<file path="src/rtl/minterm_pkg.sv">
// ============================================================================
// Module   : minterm_pkg
// Purpose  : Shared FSM encoding and N_VARS legal range for minterm_sweeper.
// Revision : 1.0 - initial release
// ============================================================================
`default_nettype none

package minterm_pkg;

    localparam logic [1:0] c_ST_IDLE  = 2'd0;
    localparam logic [1:0] c_ST_SWEEP = 2'd1;
    localparam logic [1:0] c_ST_DONE  = 2'd2;

    localparam int c_N_VARS_MIN = 1;
    localparam int c_N_VARS_MAX = 8;

endpackage : minterm_pkg

`default_nettype wire

</file>
<file path="src/rtl/minterm_lut.sv">
// ============================================================================
// Module   : minterm_lut
// Purpose  : Combinational mask lookup; optional maxterm inversion under
//            MINTERM_SWEEPER_MAXTERM_EN.
// Revision : 1.0 - initial release
// ============================================================================
`default_nettype none

module minterm_lut #(
    parameter int N_VARS = 4,
    localparam int MASK_W = 2 ** N_VARS
) (
    input  logic [MASK_W-1:0] mask,
    input  logic [N_VARS-1:0] index,
`ifdef MINTERM_SWEEPER_MAXTERM_EN
    input  logic              invert,
`endif
    output logic              bit_out
);

`ifdef MINTERM_SWEEPER_MAXTERM_EN
    // A maxterm list marks the zeros of the function, so the looked-up bit flips.
    assign bit_out = mask[index] ^ invert;
`else
    assign bit_out = mask[index];
`endif

endmodule : minterm_lut

`default_nettype wire

</file>
<file path="src/rtl/minterm_sweeper.sv">
// ============================================================================
// Module   : minterm_sweeper
// Purpose  : Sweeps all 2^N_VARS input combinations of a mask-defined Boolean
//            function and counts its true points. Optional maxterm mode is
//            enabled by the macro MINTERM_SWEEPER_MAXTERM_EN.
// Revision : 1.0 - initial release
// ============================================================================
`default_nettype none

module minterm_sweeper
    import minterm_pkg::*;
#(
    parameter int N_VARS = 4,
    localparam int MASK_W = 2 ** N_VARS
) (
    input  logic              clk,
    input  logic              reset,
    input  logic              start,
    input  logic [MASK_W-1:0] mask,
`ifdef MINTERM_SWEEPER_MAXTERM_EN
    input  logic              maxterm_mode,
`endif
    input  logic              out_ready,
    output logic              busy,
    output logic              valid,
    output logic [N_VARS-1:0] vars,
    output logic              f_out,
    output logic              done,
    output logic [N_VARS:0]   ones_count
);

    localparam logic [N_VARS-1:0] c_LAST_IDX = '1;

    generate
        if (N_VARS < c_N_VARS_MIN || N_VARS > c_N_VARS_MAX) begin : g_bad_n_vars
            $error("minterm_sweeper: N_VARS out of range");
        end
    endgenerate

    logic [1:0]        r_state;
    logic [N_VARS-1:0] r_vars;
    logic [N_VARS:0]   r_ones;
    logic [MASK_W-1:0] r_mask;
    logic              w_bit;
    logic              w_accept;
`ifdef MINTERM_SWEEPER_MAXTERM_EN
    logic              r_maxterm;
`endif

    minterm_lut #(
        .N_VARS (N_VARS)
    ) u_lut (
        .mask    (r_mask),
        .index   (r_vars),
`ifdef MINTERM_SWEEPER_MAXTERM_EN
        .invert  (r_maxterm),
`endif
        .bit_out (w_bit)
    );

    assign w_accept = (r_state == c_ST_SWEEP) && out_ready;

    always_ff @(posedge clk) begin
        if (reset) begin
            r_state <= c_ST_IDLE;
            r_vars  <= '0;
            r_ones  <= '0;
            r_mask  <= '0;
`ifdef MINTERM_SWEEPER_MAXTERM_EN
            r_maxterm <= 1'b0;
`endif
        end else begin
            case (r_state)
                c_ST_IDLE: begin
                    if (start) begin
                        r_mask  <= mask;
`ifdef MINTERM_SWEEPER_MAXTERM_EN
                        r_maxterm <= maxterm_mode;
`endif
                        r_ones  <= '0;
                        r_vars  <= '0;
                        r_state <= c_ST_SWEEP;
                    end
                end
                c_ST_SWEEP: begin
                    if (w_accept) begin
                        r_ones <= r_ones + {{N_VARS{1'b0}}, w_bit};
                        // Index parks on the last combination rather than wrapping.
                        if (r_vars == c_LAST_IDX) begin
                            r_state <= c_ST_DONE;
                        end else begin
                            r_vars <= r_vars + 1'b1;
                        end
                    end
                end
                c_ST_DONE: begin
                    r_state <= c_ST_IDLE;
                end
                default: begin
                    r_state <= c_ST_IDLE;
                end
            endcase
        end
    end

    assign busy       = (r_state != c_ST_IDLE);
    assign valid      = (r_state == c_ST_SWEEP);
    assign done       = (r_state == c_ST_DONE);
    assign vars       = r_vars;
    assign f_out      = valid & w_bit;
    assign ones_count = r_ones;

endmodule : minterm_sweeper

`default_nettype wire

</file>
<file path="config.mk">
export PLATFORM = sky130hd
export DESIGN_NAME = minterm_sweeper
export DESIGN_NICKNAME = d
export VERILOG_FILES = /design/src/rtl/minterm_pkg.sv /design/src/rtl/minterm_lut.sv /design/src/rtl/minterm_sweeper.sv
export SDC_FILE = /design/constraint.sdc
export NUM_CORES = 1
export LEC_CHECK = 0
export CORE_MARGIN = 3
export CORE_UTILIZATION = 52
export DETAILED_ROUTE_END_ITERATION = 6
export GPL_ROUTABILITY_DRIVEN = 0
export PLACE_DENSITY = 0.85
export REMOVE_ABC_BUFFERS = 1
export SLEW_MARGIN = 10
export SYNTH_ARGS = -nofsm -noshare
export SYNTH_HDL_FRONTEND = slang
export SYNTH_SLANG_ARGS = --single-unit
</file>
<file path="constraint.sdc">
create_clock -name clk -period 4.6 [get_ports clk]
set_input_delay 0.46 -clock clk [delete_from_list [all_inputs] [get_ports clk]]
set_output_delay 0.46 -clock clk [all_outputs]
set_load 0.01 [all_outputs]
</file>
Word level (Yosys, flattened, before mapping)
Cells that the tools add are included.

Add/sub/neg operators: 2. Magnitude comparators: 1. Equality and inequality tests: 7. Muxes and demuxes: 13. Bitwise logic cells: 1. Reductions and logical operators: 8.

Operators with widths (number): 4-bit 2-to-1 mux (3); 5-bit 2-to-1 mux (2); 5-bit one-hot mux with 2 select lines (1); 4-bit one-hot mux with 2 select lines (1); 2-bit 2-to-1 mux (3); 3-bit AND reduction (2); 5-bit by 1-bit adder with 5-bit output (1); 4-bit by 5-bit < comparator with 1-bit output (second input constant) (1); 4-bit by 1-bit adder with 4-bit output (second input constant) (1); 1-bit binary-select mux with 4-bit select (1); 4-bit equality test (second input constant) (1); 2-bit by 1-bit inequality test with 1-bit output (second input constant) (2); 2-bit inequality test (second input constant) (2); 2-bit one-hot mux with 2 select lines (1); 4-bit AND reduction (1); 2-bit nonzero test (2); 2-bit by 1-bit equality test with 1-bit output (second input constant) (1); 2-bit equality test (second input constant) (1); 2-bit logical NOT (1); 2-bit AND reduction (1); 1-bit AND (1); 1-bit logical AND (1); 1-bit 2-to-1 mux (1).

Flip-flop bits (word level): 27. Input port bits: 20. Output and inout port bits: 13. Word-level logic and storage cells: 36.

Longest topological paths before layout
Gate-level depths: netlist (run 1).

Depth after elaboration: 5. Gate-level depth with buffers: 9. Gate-level depth less buffers: 8.

Modules after synthesis
From an unflattened synthesis (run 1), not the netlist that was laid out.

Cells, all modules: 150. Area, all modules: 1315.0 sq um.

Modules (own cells, without submodules): minterm_sweeper (times used 1, cells an instance 143, area an instance 1179.9 sq um, seq. area each 540.5 sq um); minterm_lut (times used 1, cells an instance 7, area an instance 135.1 sq um, seq. area each 0.0 sq um).

Worst setup path after synthesis (run 1)
No wires, ideal clock.

Path type: reg-to-reg. Start point: register r_vars[3] (netlist: vars[3]). End point: register r_ones[2] (netlist: ones_count[2]). Library setup time: 79 ps. Data arrival time: 2148 ps. Required time: 4521 ps. Path slack: 2373 ps. Cell stages (with the launch flop): 10. Path buffers: 1. Period minus slack after synthesis: 2227 ps. Cell sequence: dfxtp_1 -> clkbuf_1 -> mux4_2 -> mux2i_1 -> a21oi_1 -> ha_1 -> ha_1 -> inv_1 -> or4_4 -> a211oi_2.

Cells in the longest elaborated chain, start to end: 5.

RTL lines: start, declared (RTL line minterm_sweeper.sv:41) `logic [N_VARS-1:0] r_vars;`; start signal, assigned (RTL line minterm_sweeper.sv:92) `r_vars <= r_vars + 1'b1;`; 1-bit binary-select mux with 4-bit select (RTL line minterm_lut.sv:25) `assign bit_out = mask[index];`; 1-bit 2-to-1 mux (not written as such) (RTL line minterm_lut.sv:25); 5-bit by 1-bit adder with 5-bit output (RTL line minterm_sweeper.sv:87) `r_ones <= r_ones + {{N_VARS{1'b0}}, w_bit};`; 5-bit 2-to-1 mux (RTL line minterm_sweeper.sv:86) `if (w_accept) begin`; 5-bit one-hot mux with 2 select lines (RTL line minterm_sweeper.sv:73) `case (r_state)`; end signal, assigned (RTL line minterm_sweeper.sv:87); end, declared (RTL line minterm_sweeper.sv:42) `logic [N_VARS:0] r_ones;`.

No other way between the ends. The select of a mux whose other input is x is not followed. A chain may end at the register's enable or synchronous reset.

Worst setup path in the final report (run 1)
Start point: register r_vars[2] (netlist: vars[2]). End point: output f_out.

Cells in the longest elaborated chain, start to end: 3.

RTL lines: 1-bit binary-select mux with 4-bit select (RTL line minterm_lut.sv:25); 1-bit 2-to-1 mux (not written as such) (RTL line minterm_lut.sv:25); 1-bit AND (RTL line minterm_sweeper.sv:110) `assign f_out = valid & w_bit;`; end, declared (RTL line minterm_sweeper.sv:27) `output logic f_out,`.

No other way between the ends. The select of a mux whose other input is x is not followed.

==> flow_results.org, run 1 <==
** Critical path
- Worst R2R Setup Slack :: 2.07 ns
- Critical register-to-register path startpoint :: vars[2]$_SDFFE_PP0P_
- The worst register-to-register path has a depth of 8.
- Setup crit end kind :: output pin
- Kind of launch point of the worst setup path :: flip-flop
- The slowest stage of the critical path belongs to the cell sky130_fd_sc_hd__dfxtp_1.
- Data arrives at the worst endpoint at 2.37 ns.
- The worst setup path is of the flip-flop to output pin kind.
- Largest stage delay on the critical path :: 0.65 ns
- The endpoint identified for the worst register-to-register timing path is ones_count[2]$_SDFFE_PP0P_.
- In this run the worst path has a maximum fanout of 13.
- The signal on the critical path passes through mux4_2 -> mux2i_1 -> a211oi_1 -> clkdlybuf4s50_1.
- Required time of the worst setup path :: 4.14 ns

** Power and ir drop
- For this design the ratio of total power to cell area is 253.6 nW/um^2.
- Total power consumption of the routed design :: 0.0004226 W
- Leakage power :: 0.6051 nW
- IR analysis of the VDD net gives a maximum drop of 0.1849 mV.

** GRT
- Global routing consumed, over all layers together, 17.91% of the routing resources.
- The number of global-route vias before repair came to 1069.
- First-pass GRT wire length :: 4754 microns
- The number of antenna violations at the first check in global routing was 0.
- Entering global routing, the biggest net connects 28 pins.
- Summed over all layers, the global routing overflow is 0.

** Floorplanning
- For this configuration, the core starts out at a cell density of 57.81%.
- DIE AREA :: 3249 sq um
- FP Rows :: 17
- I/O pin count :: 33
- After floorplanning, the core was sized to cover 2340 sq um.
- Measured along the y axis, the die boundary spans 57 microns.
- Die width :: 57 microns

** Clocking
- TritonCTS built the clock tree.
- No sink is reached through more buffers than the 2 on the longest clock path.
- Once the clock tree was built, the resizer swapped 0 gates to a different size.
- In this run, CTS created clock tree buffers numbering 3.
- Clock latency at the later pin of the worst-skew pair :: 0.33 ns
- Post-CTS repair timing setup buffer count :: 0
- Hold Buf Count CTS :: 0
- CTS Root Cell :: sky130_fd_sc_hd__clkbuf_4
- Sink count of the clock tree :: 27
- Clock-pin slew was measured on the worst setup and hold paths at 0.13 ns.
- In this run the number of H-tree levels came out at 1.

** STA
- Setup repair after global routing left no endpoint under its margin.
- Hold violation total from the final report :: 0
- Worst max-slew margin expressed relative to the limit :: 35.26%
- Worst hold-check slack :: 0.4660 ns
- Actual transition at the worst max-transition pin :: 0.9701 ns
- Min Tclk post-route :: 2.825 ns
- Between clock sinks in the finished design, the worst skew comes to 0.009625 ns.
- The count of final max-slew check failures was 0.
- Post-route fraction of the period consumed by the critical path :: 61.42%
- Summed negative setup slack over all endpoints :: 0 ns
- Setup-violating endpoint count in the final report :: 0
- Maximum frequency from static timing analysis :: 354.0 MHz

** Final layout
- Synthesis-to-finish area growth :: 23.22%
- Ant. Diodes :: 0
- Once layout is done, the placed cells without fillers occupy 1667 sq um.
- FF+latch area :: 540.5 sq um
- Cells with a size suffix above 1 make up 11.36% of the layout.
- Number of filler cells placed in the layout :: 185
- Multi-input gate area :: 720.7 sq um
- Non-Filler Instances :: 204
- In the final design database the tool counted 200 nets.

** Detailed routing
- For this block, the via count after detailed routing is 1173.
- Total detailed-routing wirelength :: 2833 microns
- For this run, the detailed router's first-pass iteration total came to 4.
- Average vias per placed instance :: 5.750
- Detailed routing placed a total of 140 microns of wire on met3.
- Drt drc :: 0
- Per-cell routed wire length :: 13.89 microns
- Max Used Layer :: met4
- ANT nets after route :: 0
- Met1 Wirelength :: 1302 microns
- Total met2 wirelength after detailed routing :: 1349 microns
- Drt first-iter violations :: 18

** Synthesis
- Most frequent cell after synthesis :: sky130_fd_sc_hd__nand2_1
- Cell taking the most area after synthesis :: sky130_fd_sc_hd__dfxtp_1
- Proportion of register bits with asynchronous set or reset after synthesis :: 0%
- Portion of the post-synthesis area used by sequential elements :: 39.96%
- Flip-flop cell with the highest count after synthesis :: sky130_fd_sc_hd__dfxtp_1
- In the post-synthesis netlist, the biggest area contributors are sky130_fd_sc_hd__dfxtp_1 (40%), sky130_fd_sc_hd__nand2_1 (10%), sky130_fd_sc_hd__a21oi_1 (8.1%).
- Synthesis handed over a netlist of 151 instances.
- Count of synthesis-stage warnings from yosys :: 0
- Synthesized flop and latch total :: 27
- Avg Inst Size Synth :: 8.957 sq um
- Post-synth top area share :: 39.96%
- Area of the mapped netlist :: 1353 sq um
- Number of flops mapped to enable cells by yosys :: 0
- Most used standard cells in the synthesized netlist :: sky130_fd_sc_hd__nand2_1 (36), sky130_fd_sc_hd__dfxtp_1 (27), sky130_fd_sc_hd__a21oi_1 (22), sky130_fd_sc_hd__nand3_1 (5), sky130_fd_sc_hd__o2111ai_1 (5)
- Unique cell type count in the Yosys netlist :: 37

** Job
- Max cap viols :: 0

** Min path
- Destination of the worst hold path :: r_mask[13]$_SDFFE_PP0P_
- Hold path cells :: 2
- The worst hold path begins at r_mask[13]$_SDFFE_PP0P_.
- Kind of path behind the tightest hold check :: flip-flop to flip-flop

** Outcome
- Status :: finished, final reports clean

** Placed design
- The HPWL after detailed placement is 2013 microns.
- Placed Area :: 1639 sq um
- Port buffering added 32 buffers.
- After detailed placement, the design holds a cell count of 200.
==> stage by stage <==
stage	setup slack, ns	util (%)
floorplan	2.366	-
global placement	2.195	70.05
detailed placement	2.139	70.05
CTS	1.807	71.23
global route	1.602	71.23
finish	1.775	71.23
==> logic make-up after synthesis <==
| family | count (synthesis) | share of synthesized area, % |
|---|---|---|
| adders and majority gates | 3 | 2.776 |
| and+or+nand+nor | 59 | 22.57 |
| AOI/OAI and AO/OA | 38 | 18.04 |
| buffers and inverters | 16 | 6.752 |
| muxes | 8 | 9.898 |
| DFF | 27 | 39.96 |
==> flip-flops by register name, summed over array words and instances (netlist names) <==
signal and count:
vars 4, r_mask 16, r_state 2, ones_count 5
==> report_power, final <==
group	switching [W]	total (W)	leakage, nW	internal [W]
Combinational	0.0000334	0.0000696	0.367	0.0000362
Sequential	0.00000751	0.000251	0.220	0.000244
Clock	0.0000691	0.000102	0.0177	0.0000326
Total	0.000110	0.000423	0.605	0.000313
==> worst max-delay path by stage <==
stage | from | endpoint | slack [ns]
floorplan | vars[2]$_SDFFE_PP0P_ | ones_count[2]$_SDFFE_PP0P_ | 2.37
global placement | vars[2]$_SDFFE_PP0P_ | f_out | 2.20
detailed placement | vars[2]$_SDFFE_PP0P_ | ones_count[2]$_SDFFE_PP0P_ | 2.14
CTS | vars[2]$_SDFFE_PP0P_ | f_out | 1.81
global route | vars[2]$_SDFFE_PP0P_ | f_out | 1.60
finish | vars[2]$_SDFFE_PP0P_ | f_out | 1.77
==> placed cells by master, fill, tap and decap left out, types with 3 or more instances in the layout <==
master                            instances
sky130_fd_sc_hd__nand2_1                 36
sky130_fd_sc_hd__clkdlybuf4s50_1         32
sky130_fd_sc_hd__dfxtp_1                 27
sky130_fd_sc_hd__a21oi_1                 22
sky130_fd_sc_hd__nand3_1                  5
sky130_fd_sc_hd__o2111ai_1                5
sky130_fd_sc_hd__inv_1                    4
sky130_fd_sc_hd__mux4_2                   4
sky130_fd_sc_hd__mux2i_1                  3
sky130_fd_sc_hd__o31ai_1                  3
sky130_fd_sc_hd__ha_1                     3
sky130_fd_sc_hd__clkbuf_4                 3
==> metal layers <==
layer / up-vias / track usage (%)
met4: 0 / 6.623
met1: 548 / 23.76
met5: - / 0
met2: 30 / 29.53
li1: 591 / -
met3: 4 / 2.715
==> worst max-delay path: cells and delay by family, from the launching register on <==
family	cells	cell delay, ns
muxes	2	0.78
DFF	1	0.65
buffers and inverters	1	0.49
AOI/OAI and AO/OA	1	0.12
==> final cells by class <==
cell class / count / share of cell area, %
Clock buffer: 3 / 1.351
Clock inverter: 1 / 0.3003
Inverter: 4 / 0.9009
Multi-Input combinational cell: 108 / 43.24
Sequential cell: 27 / 32.43
Tap cell: 28 / 2.102
Timing Repair Buffer: 33 / 19.67
Note: power is estimated with default switching activity, not from simulation.
==> inputs of run 2 (changes only) <==
--- a/config.mk
+++ b/config.mk
@@ -6,10 +6,10 @@
 export NUM_CORES = 1
 export LEC_CHECK = 0
 export CORE_MARGIN = 3
-export CORE_UTILIZATION = 52
+export CORE_UTILIZATION = 44
 export DETAILED_ROUTE_END_ITERATION = 6
 export GPL_ROUTABILITY_DRIVEN = 0
-export PLACE_DENSITY = 0.85
+export PLACE_DENSITY = 0.77
 export REMOVE_ABC_BUFFERS = 1
 export SLEW_MARGIN = 10
 export SYNTH_ARGS = -nofsm -noshare
==> constraint.sdc (replaced) <==
create_clock -name clk -period 2.55 [get_ports clk]
set_input_delay 0.255 -clock clk [delete_from_list [all_inputs] [get_ports clk]]
set_output_delay 0.255 -clock clk [all_outputs]
set_load 0.01 [all_outputs]
==> run 2 against run 1 <==
  * Combinational power increased by 85%
  * Utilization fell by 12 points
  * Via count is 1.7% higher
  * Power up 80%
  * Design area grew 2.0%
  * Register-to-register slack lost 1.8 ns
  * Worst hold slack better by 0.0024 ns
  * Setup slack lost 1.7 ns
  * Critical path depth is the same
==> flow_results.org, run 2 (same netlist as run 1, synthesis figures left out) <==
** Outcome
- The run finished with clean final reports.

** Floorplanning
- The cell row count came to 19 (+2).
- I/O pin count :: 33 (unchanged)
- The area of the placeable core came to 2853 sq um (+22%).
- DIE AREA :: 3775 sq um (+16%)
- The chip height was 61.45 microns (+7.8%).
- The effective utilization at floorplan came to 47.41% (-10 points).
- The chip width was 61.45 microns (+7.8%).

** Detailed routing
- The DRC marker count from the first detailed-route iteration was 88 (+70).
- The number of optimization iterations in the first detailed-route pass is 4 (unchanged).
- The per-cell via count in the routed design came to 5.654 (-1.7%).
- Drt drc :: 0 (unchanged)
- The total wirelength of the detailed-routed design came to 2992 microns (+5.6%).
- Total vias in the final route :: 1193 (+1.7%)
- ANT nets after route :: 0 (unchanged)
- The average routed wire per standard cell is 14.18 microns (+2.1%).

** Final layout
- The library cell used most frequently in the layout, excluding fill and tap cells, is sky130_fd_sc_hd__nand2_1.
- Ant. Diodes :: 0 (unchanged)
- The number of non-filler instances in the completed layout is 211 (+3.4%).
- Share of final-layout standard cells stronger than drive strength 1 :: 13.33% (+2.0 points)
- Final-stage net count :: 204 (+2.0%)
- Relative to the synthesized area, the layout overhead comes to 25.72%.
- The number of flip-flops under the largest register name was 16 (unchanged).
- Ranked by flip-flop count, first place goes to r_mask.
- Most frequent cells in the layout :: sky130_fd_sc_hd__nand2_1 (36), sky130_fd_sc_hd__clkdlybuf4s50_1 (32), sky130_fd_sc_hd__dfxtp_1 (26), sky130_fd_sc_hd__a21oi_1 (22)
- The count of fill cells added during filler insertion is 260 (+41%).

** Power and ir drop
- The power density relative to cell area came to 446.5 nW/um^2 (+76%).
- The worst ir drop on vdd is 0.2176 mV (+18%).
- Leakage power :: 0.6238 nW (+3.1%)
- The total chip power was 0.0007593 W (+80%).

** Placed design
- Dpl cells :: 207 (+3.5%)
- Final HPWL from detailed placement :: 2291 microns (+14%)
- The post-placement worst setup slack came to 0.3082 ns (-1.830 ns).
- Number of port buffers :: 32 (unchanged)

** STA
- Skew final :: 0.003239 ns (-0.006387 ns)
- The worst slew margin relative to its limit is 69.74% (+34 points).
- For the finished layout, the period the worst path requires is 2.431 ns.
- Setup repair after global routing left no endpoint under its margin.
- The count of final setup violators is 0 (unchanged).
- Count of pins over their slew limit :: 0 (unchanged)
- Based on the critical path, the design can be clocked at up to 411.4 MHz.
- The worst path uses 95.32% of the clock period.
- Hold violation total from the final report :: 0 (unchanged)
- Actual transition at the worst max-transition pin :: 0.4525 ns (-0.5175 ns)
- Worst path setup slack after routing :: 0.1193 ns (-1.656 ns)
- The total negative slack came to 0 ns (unchanged).

** Clocking
- Sink count of the clock tree :: 27 (unchanged)
- Hold Buf Count CTS :: 0 (unchanged)
- Clock transition at path regs :: 0.14 ns (about the same)
- TritonCTS clock tree :: yes
- Clock tree synthesis selected as its root buffer the cell sky130_fd_sc_hd__clkbuf_4.
- The maximum count of clock buffers along a single path was 2 (unchanged).
- Clock latency at the later pin of the worst-skew pair :: 0.31 ns (-0.02 ns)
- The number of buffers inserted during clock tree synthesis was 3 (unchanged).
- H-tree levels :: 1 (unchanged)

** Min path
- Hold path cells :: 2 (unchanged)
- Kind of path behind the tightest hold check :: flip-flop to flip-flop

** GRT
- The maximum number of pins on one net before global-route repair is 21 (-25%).
- Global Route Usage Sum :: 17.13% (-0.79 points)
- The wire length of the first global-routing pass came to 4947 microns (+4.1%).
- Overflow left after global routing :: 0 (unchanged)
- Number of antenna violations at the first check in global routing :: 0 (unchanged)
- The number of global-route vias before repair was 1123 (+5.1%).

** Critical path
- Largest fanout on the critical path :: 11 (-2)
- Kind of launch point of the worst setup path :: flip-flop
- The worst path required time was 2.30 ns (-1.84 ns).
- Crit path kind :: flip-flop to output pin
- The signal arrival time at the worst endpoint came to 2.18 ns (-0.19 ns).
- The cell depth of the worst flop-to-flop path came to 8 (unchanged).
- STA classifies the critical path endpoint as an output pin.

** Job
- Max cap viols :: 0 (unchanged)
## run 2: changes by cell type in the layout (fill, tap and decap cells not counted), sizes merged
cell and change:
buf +4, clkinv -1, clkbuf +1
## run 2: power breakdown
group	internal, W	switching, W
Combinational	0.0000679	0.0000609
Clock	0.0000610	0.000116
Sequential	0.000440	0.0000141
Total	0.000569	0.000190
## run 2: path summary, 6_finish.rpt
path / start / end / slack, ns
setup / recovery: vars[3]$_SDFFE_PP0P_ / f_out / 0.12
hold / removal: r_mask[9]$_SDFFE_PP0P_ / r_mask[9]$_SDFFE_PP0P_ / 0.47
setup reg to reg: vars[3]$_SDFFE_PP0P_ / ones_count[2]$_SDFFE_PP0P_ / 0.27
hold reg to reg: r_mask[9]$_SDFFE_PP0P_ / r_mask[9]$_SDFFE_PP0P_ / 0.47
## run 2: timing repair
| item | CTS | global route |
|---|---|---|
| gates resized for setup | 0 | 1 |
| buffers inserted | 0 | 0 |
| setup endpoints to repair | 0 | 1 |
## run 2: stage by stage
step	utilization, %	hold slack [ns]	cell area (sq um)
2_1_floorplan	-	0.3241	1276
3_3_place_gp	58.64	0.4467	1673
3_5_place_dp	58.64	0.4504	1673
4_1_cts	59.56	0.4655	1699
5_1_grt	59.61	0.4594	1700
6_report	59.61	0.4683	1700
## run 2: area by class of cell
class / count / area, sq um / share of cell area [%]
timing repair buffer: 37 / 357.8 / 21.04
inverter: 4 / 15.01 / 0.8830
tap: 31 / 38.79 / 2.281
multi-input combinational: 108 / 720.7 / 42.38
clock buffer: 4 / 26.28 / 1.545
sequential: 27 / 541.8 / 31.86
## run 2: critical path: stages (launching register included)
cell	delay (ns)
sky130_fd_sc_hd__dfxtp_1	0.59
sky130_fd_sc_hd__mux4_2	0.28
sky130_fd_sc_hd__o22ai_1	0.11
sky130_fd_sc_hd__a211oi_1	0.29
sky130_fd_sc_hd__clkdlybuf4s50_1	0.59
## run 2: layer usage
metal | wire, microns | track usage [%] | vias up
li1 | - | - | 599
met1 | 1341 | 23.11 | 569
met2 | 1514 | 28.25 | 23
met3 | 110 | 2.725 | 2
met4 | 26 | 5.152 | 0
met5 | 0 | 0 | -
==> inputs of run 3 (changes only) <==
--- a/config.mk
+++ b/config.mk
@@ -6,10 +6,12 @@
 export NUM_CORES = 1
 export LEC_CHECK = 0
 export CORE_MARGIN = 3
-export CORE_UTILIZATION = 44
+export CORE_UTILIZATION = 55
 export DETAILED_ROUTE_END_ITERATION = 6
+export DONT_BUFFER_PORTS = 1
 export GPL_ROUTABILITY_DRIVEN = 0
-export PLACE_DENSITY = 0.77
+export HOLD_SLACK_MARGIN = 0.1
+export PLACE_DENSITY = 0.75
 export REMOVE_ABC_BUFFERS = 1
 export SLEW_MARGIN = 10
 export SYNTH_ARGS = -nofsm -noshare
==> run 3 against run 2 <==
  * Design area shrank 9.5%
  * Sequential power is essentially flat
  * Worst hold slack lost 0.32 ns
  * Flip-flop and latch count is the same
  * Critical path type is now flip-flop to flip-flop
  * Largest cell class unchanged
==> flow_results.org, run 3 (same netlist as run 1, synthesis figures left out) <==
** Power and ir drop
- The combinational fraction of design power is 14.4% (-2.6 points).
- Internal power of the cells :: 0.0005491 W (-3.5%)
- Total power divided by cell area :: 483.1 nW/um^2 (+8.2%)
- The total chip power was 0.0007435 W (-2.1%).
- The switching part of the total power came to 26.14% (+1.1 points).
- The worst ir drop on vdd was 0.4281 mV (+97%).
- Power share of the sequential group :: 61.3% (+1.5 points)
- Switching power :: 0.0001944 W (+2.0%)
- The leakage power came to 0.5757 nW (-7.7%).
- The portion of total power attributed to the clock network is 24.3% (+1.0 points).

** STA
- The count of final max-slew check failures came to 0 (unchanged).
- Actual transition at the worst max-transition pin :: 0.8970 ns (+0.4445 ns)
- The post-route clock period utilization was 86.43% (-8.9 points).
- The worst slew margin relative to its limit was 40.00% (-30 points).
- Setup repair after global routing left no endpoint under its margin.
- The count of final setup violators was 0 (unchanged).
- Maximum frequency from static timing analysis :: 453.7 MHz (+10%)
- The slack of the critical path came to 0.3459 ns (+0.2266 ns).
- Worst hold-check slack :: 0.1516 ns (-0.3167 ns)
- The post-layout minimum cycle time is 2.204 ns (-0.2266 ns).
- Hold violation total from the final report :: 0 (unchanged)
- Skew final :: 0.006724 ns (+0.003485 ns)
- The total negative slack was 0 ns (unchanged).

** Detailed routing
- Drt drc :: 0 (unchanged)
- The total wirelength of the detailed-routed design was 3054 microns (+2.1%).
- Average vias per placed instance :: 6.130 (+8.4%)
- The average routed wire per standard cell is 15.91 microns (+12%).
- The routed via count came to 1177 (-1.3%).
- Drt first-iter violations :: 43 (-51%)
- Number of search-and-repair iterations in the first detailed-routing pass :: 4 (unchanged)
- ANT nets after route :: 0 (unchanged)

** Critical path
- STA classifies the critical path startpoint as a flip-flop.
- The cell depth of the worst flop-to-flop path came to 8 (unchanged).
- Worst r2r dst :: ones_count[2]$_SDFFE_PP0P_
- Setup crit end kind :: flip-flop
- The worst setup path is of the flip-flop to flip-flop kind.
- Critical register-to-register path startpoint :: vars[2]$_SDFFE_PP0P_
- The maximum fanout along the worst path is 5 (-6).
- The internal reg-to-reg setup slack was 0.35 ns (+0.08 ns).
- CP arrival :: 2.46 ns (+0.28 ns)
- The worst path required time came to 2.80 ns (+0.50 ns).

** Final layout
- Most frequent cells in the layout :: sky130_fd_sc_hd__nand2_1 (36), sky130_fd_sc_hd__dfxtp_1 (27), sky130_fd_sc_hd__a21oi_1 (22), sky130_fd_sc_hd__dlygate4sd3_1 (17)
- The number of flip-flops under the largest register name came to 16 (unchanged).
- The number of antenna cells inserted was 0 (unchanged).
- Final-stage net count :: 188 (-7.8%)
- Biggest register :: r_mask
- The share of layout cells above drive strength 1 was 14.02% (+0.69 points).
- The count of fill cells added during filler insertion came to 195 (-25%).
- The total area of multi-input combinational cells came to 720.7 sq um (unchanged).
- Synthesis-to-finish area growth :: 13.78%
- The total area of sequential cells was 540.5 sq um (-0.23%).
- Most frequent standard cell in the layout excluding fill and tap cells :: sky130_fd_sc_hd__nand2_1

** Min path
- Hold path cells :: 2 (unchanged)
- Critical hold path startpoint :: reset
- The path with the worst hold slack has its endpoint at vars[3]$_SDFFE_PP0P_.
- The worst hold path belongs to the class primary input to flip-flop.

** Clocking
- Post-CTS repair timing setup buffer count :: 0 (unchanged)
- The number of buffers inserted during clock tree synthesis was 3 (unchanged).
- Clock transition at path regs :: 0.14 ns (about the same)
- Worst-case clock buffer depth :: 2 (unchanged)
- Clock latency at the later pin of the worst-skew pair :: 0.32 ns (about the same)
- H-tree levels :: 1 (unchanged)
- TritonCTS built the clock tree.
- Sink count of the clock tree :: 27 (unchanged)
- Clock tree synthesis selected as its root buffer the cell sky130_fd_sc_hd__clkbuf_4.

** Outcome
- Status :: finished, final reports clean

** GRT
- The maximum number of pins on one net before global-route repair is 26 (+24%).
- The number of global-route vias before repair came to 1094 (-2.6%).
- The number of antenna violations at the first check in global routing is 0 (unchanged).
- Overflow left after global routing :: 0 (unchanged)
- First-pass GRT wire length :: 5147 microns (+4.0%)
- The global routing usage summed across all routing layers is 20.65% (+3.5 points).

** Floorplanning
- Core outline area :: 2276 sq um (-20%)
- The number of top-level design ports came to 33 (unchanged).
- FP Rows :: 17 (-2)
- Height of the chip :: 55.59 microns (-9.5%)
- DIE AREA :: 3090 sq um (-18%)
- The chip width came to 55.59 microns (-9.5%).
- The effective utilization at floorplan was 59.43% (+12 points).

** Placed design
- Final HPWL from detailed placement :: 2105 microns (-8.1%)
- Pre-CTS setup slack :: 0.3581 ns (+0.04992 ns)
- Number of port buffers :: 0 (-100%)

** Job
- Max cap viols :: 0 (unchanged)
-- run 3: cell types whose count changed in the layout (fill, tap and decap cells not counted) --
cell                              change
sky130_fd_sc_hd__clkdlybuf4s50_1     -32
sky130_fd_sc_hd__dfxtp_1              +1
sky130_fd_sc_hd__clkinv_2             +1
sky130_fd_sc_hd__dlygate4sd3_1       +17
sky130_fd_sc_hd__dfxtp_2              -1
sky130_fd_sc_hd__clkbuf_1             -1
sky130_fd_sc_hd__buf_4                -1
-- run 3: repair_timing --
item | CTS | global route
hold buffers | 17 | 0
hold endpoints to repair | 25 | 0
resized for setup | 0 | 0
-- run 3: cell type report --
type	instances	area share (%)
well taps	28	2.276
inverters	4	0.9756
multi-input cells	108	46.83
repair buffers	21	13.01
clock buffers	3	1.463
clock inverters	1	0.3252
flip-flops and latches	27	35.12
-- run 3: worst max path at each step --
stage / endpoint / depth (start not counted) / from / slack [ns]
6_report: ones_count[2]$_SDFFE_PP0P_ / 8 / vars[2]$_SDFFE_PP0P_ / 0.35
5_1_grt: ones_count[2]$_SDFFE_PP0P_ / 8 / vars[2]$_SDFFE_PP0P_ / 0.12
4_1_cts: ones_count[2]$_SDFFE_PP0P_ / 8 / vars[2]$_SDFFE_PP0P_ / 0.32
3_5_place_dp: ones_count[2]$_SDFFE_PP0P_ / 8 / vars[2]$_SDFFE_PP0P_ / 0.36
3_3_place_gp: ones_count[2]$_SDFFE_PP0P_ / 8 / vars[2]$_SDFFE_PP0P_ / 0.43
2_1_floorplan: ones_count[2]$_SDFFE_PP0P_ / 8 / vars[2]$_SDFFE_PP0P_ / 0.32
-- run 3: metrics by stage --
step,utilization (%),instances,cell area (sq um)
after global placement,58.93,171,1341
after detailed placement,58.93,171,1341
after global routing,67.62,192,1539
after CTS,67.62,192,1539
after floorplan,-,139,1276
final,67.62,192,1539
-- run 3: power groups by stage --
| stage | Sequential [W] | Combinational (W) | Clock (W) |
|---|---|---|---|
| after floorplan | 0.000460 | 0.0000635 | 0 |
| after global placement | 0.000464 | 0.0000760 | 0 |
| after detailed placement | 0.000465 | 0.0000796 | 0 |
| after CTS | 0.000456 | 0.000106 | 0.000189 |
| after global routing | 0.000458 | 0.000120 | 0.000208 |
| final | 0.000456 | 0.000107 | 0.000181 |
-- run 3: worst max-delay path: stages, from the launching register on --
cell,delay (ns)
sky130_fd_sc_hd__dfxtp_1,0.50
sky130_fd_sc_hd__mux4_2,0.27
sky130_fd_sc_hd__mux2i_1,0.08
sky130_fd_sc_hd__a21oi_1,0.18
sky130_fd_sc_hd__ha_1,0.20
sky130_fd_sc_hd__ha_1,0.17
sky130_fd_sc_hd__inv_1,0.05
sky130_fd_sc_hd__or4_4,0.47
sky130_fd_sc_hd__a211oi_2,0.21
-- run 3: metal layers --
layer	global-route usage (%)	up-vias	part of all wire (%)
met3	2.784	6	5.7
met1	26.92	555	44
met5	0	-	0
met2	34.63	42	49
li1	-	574	-
met4	7.639	0	1.5
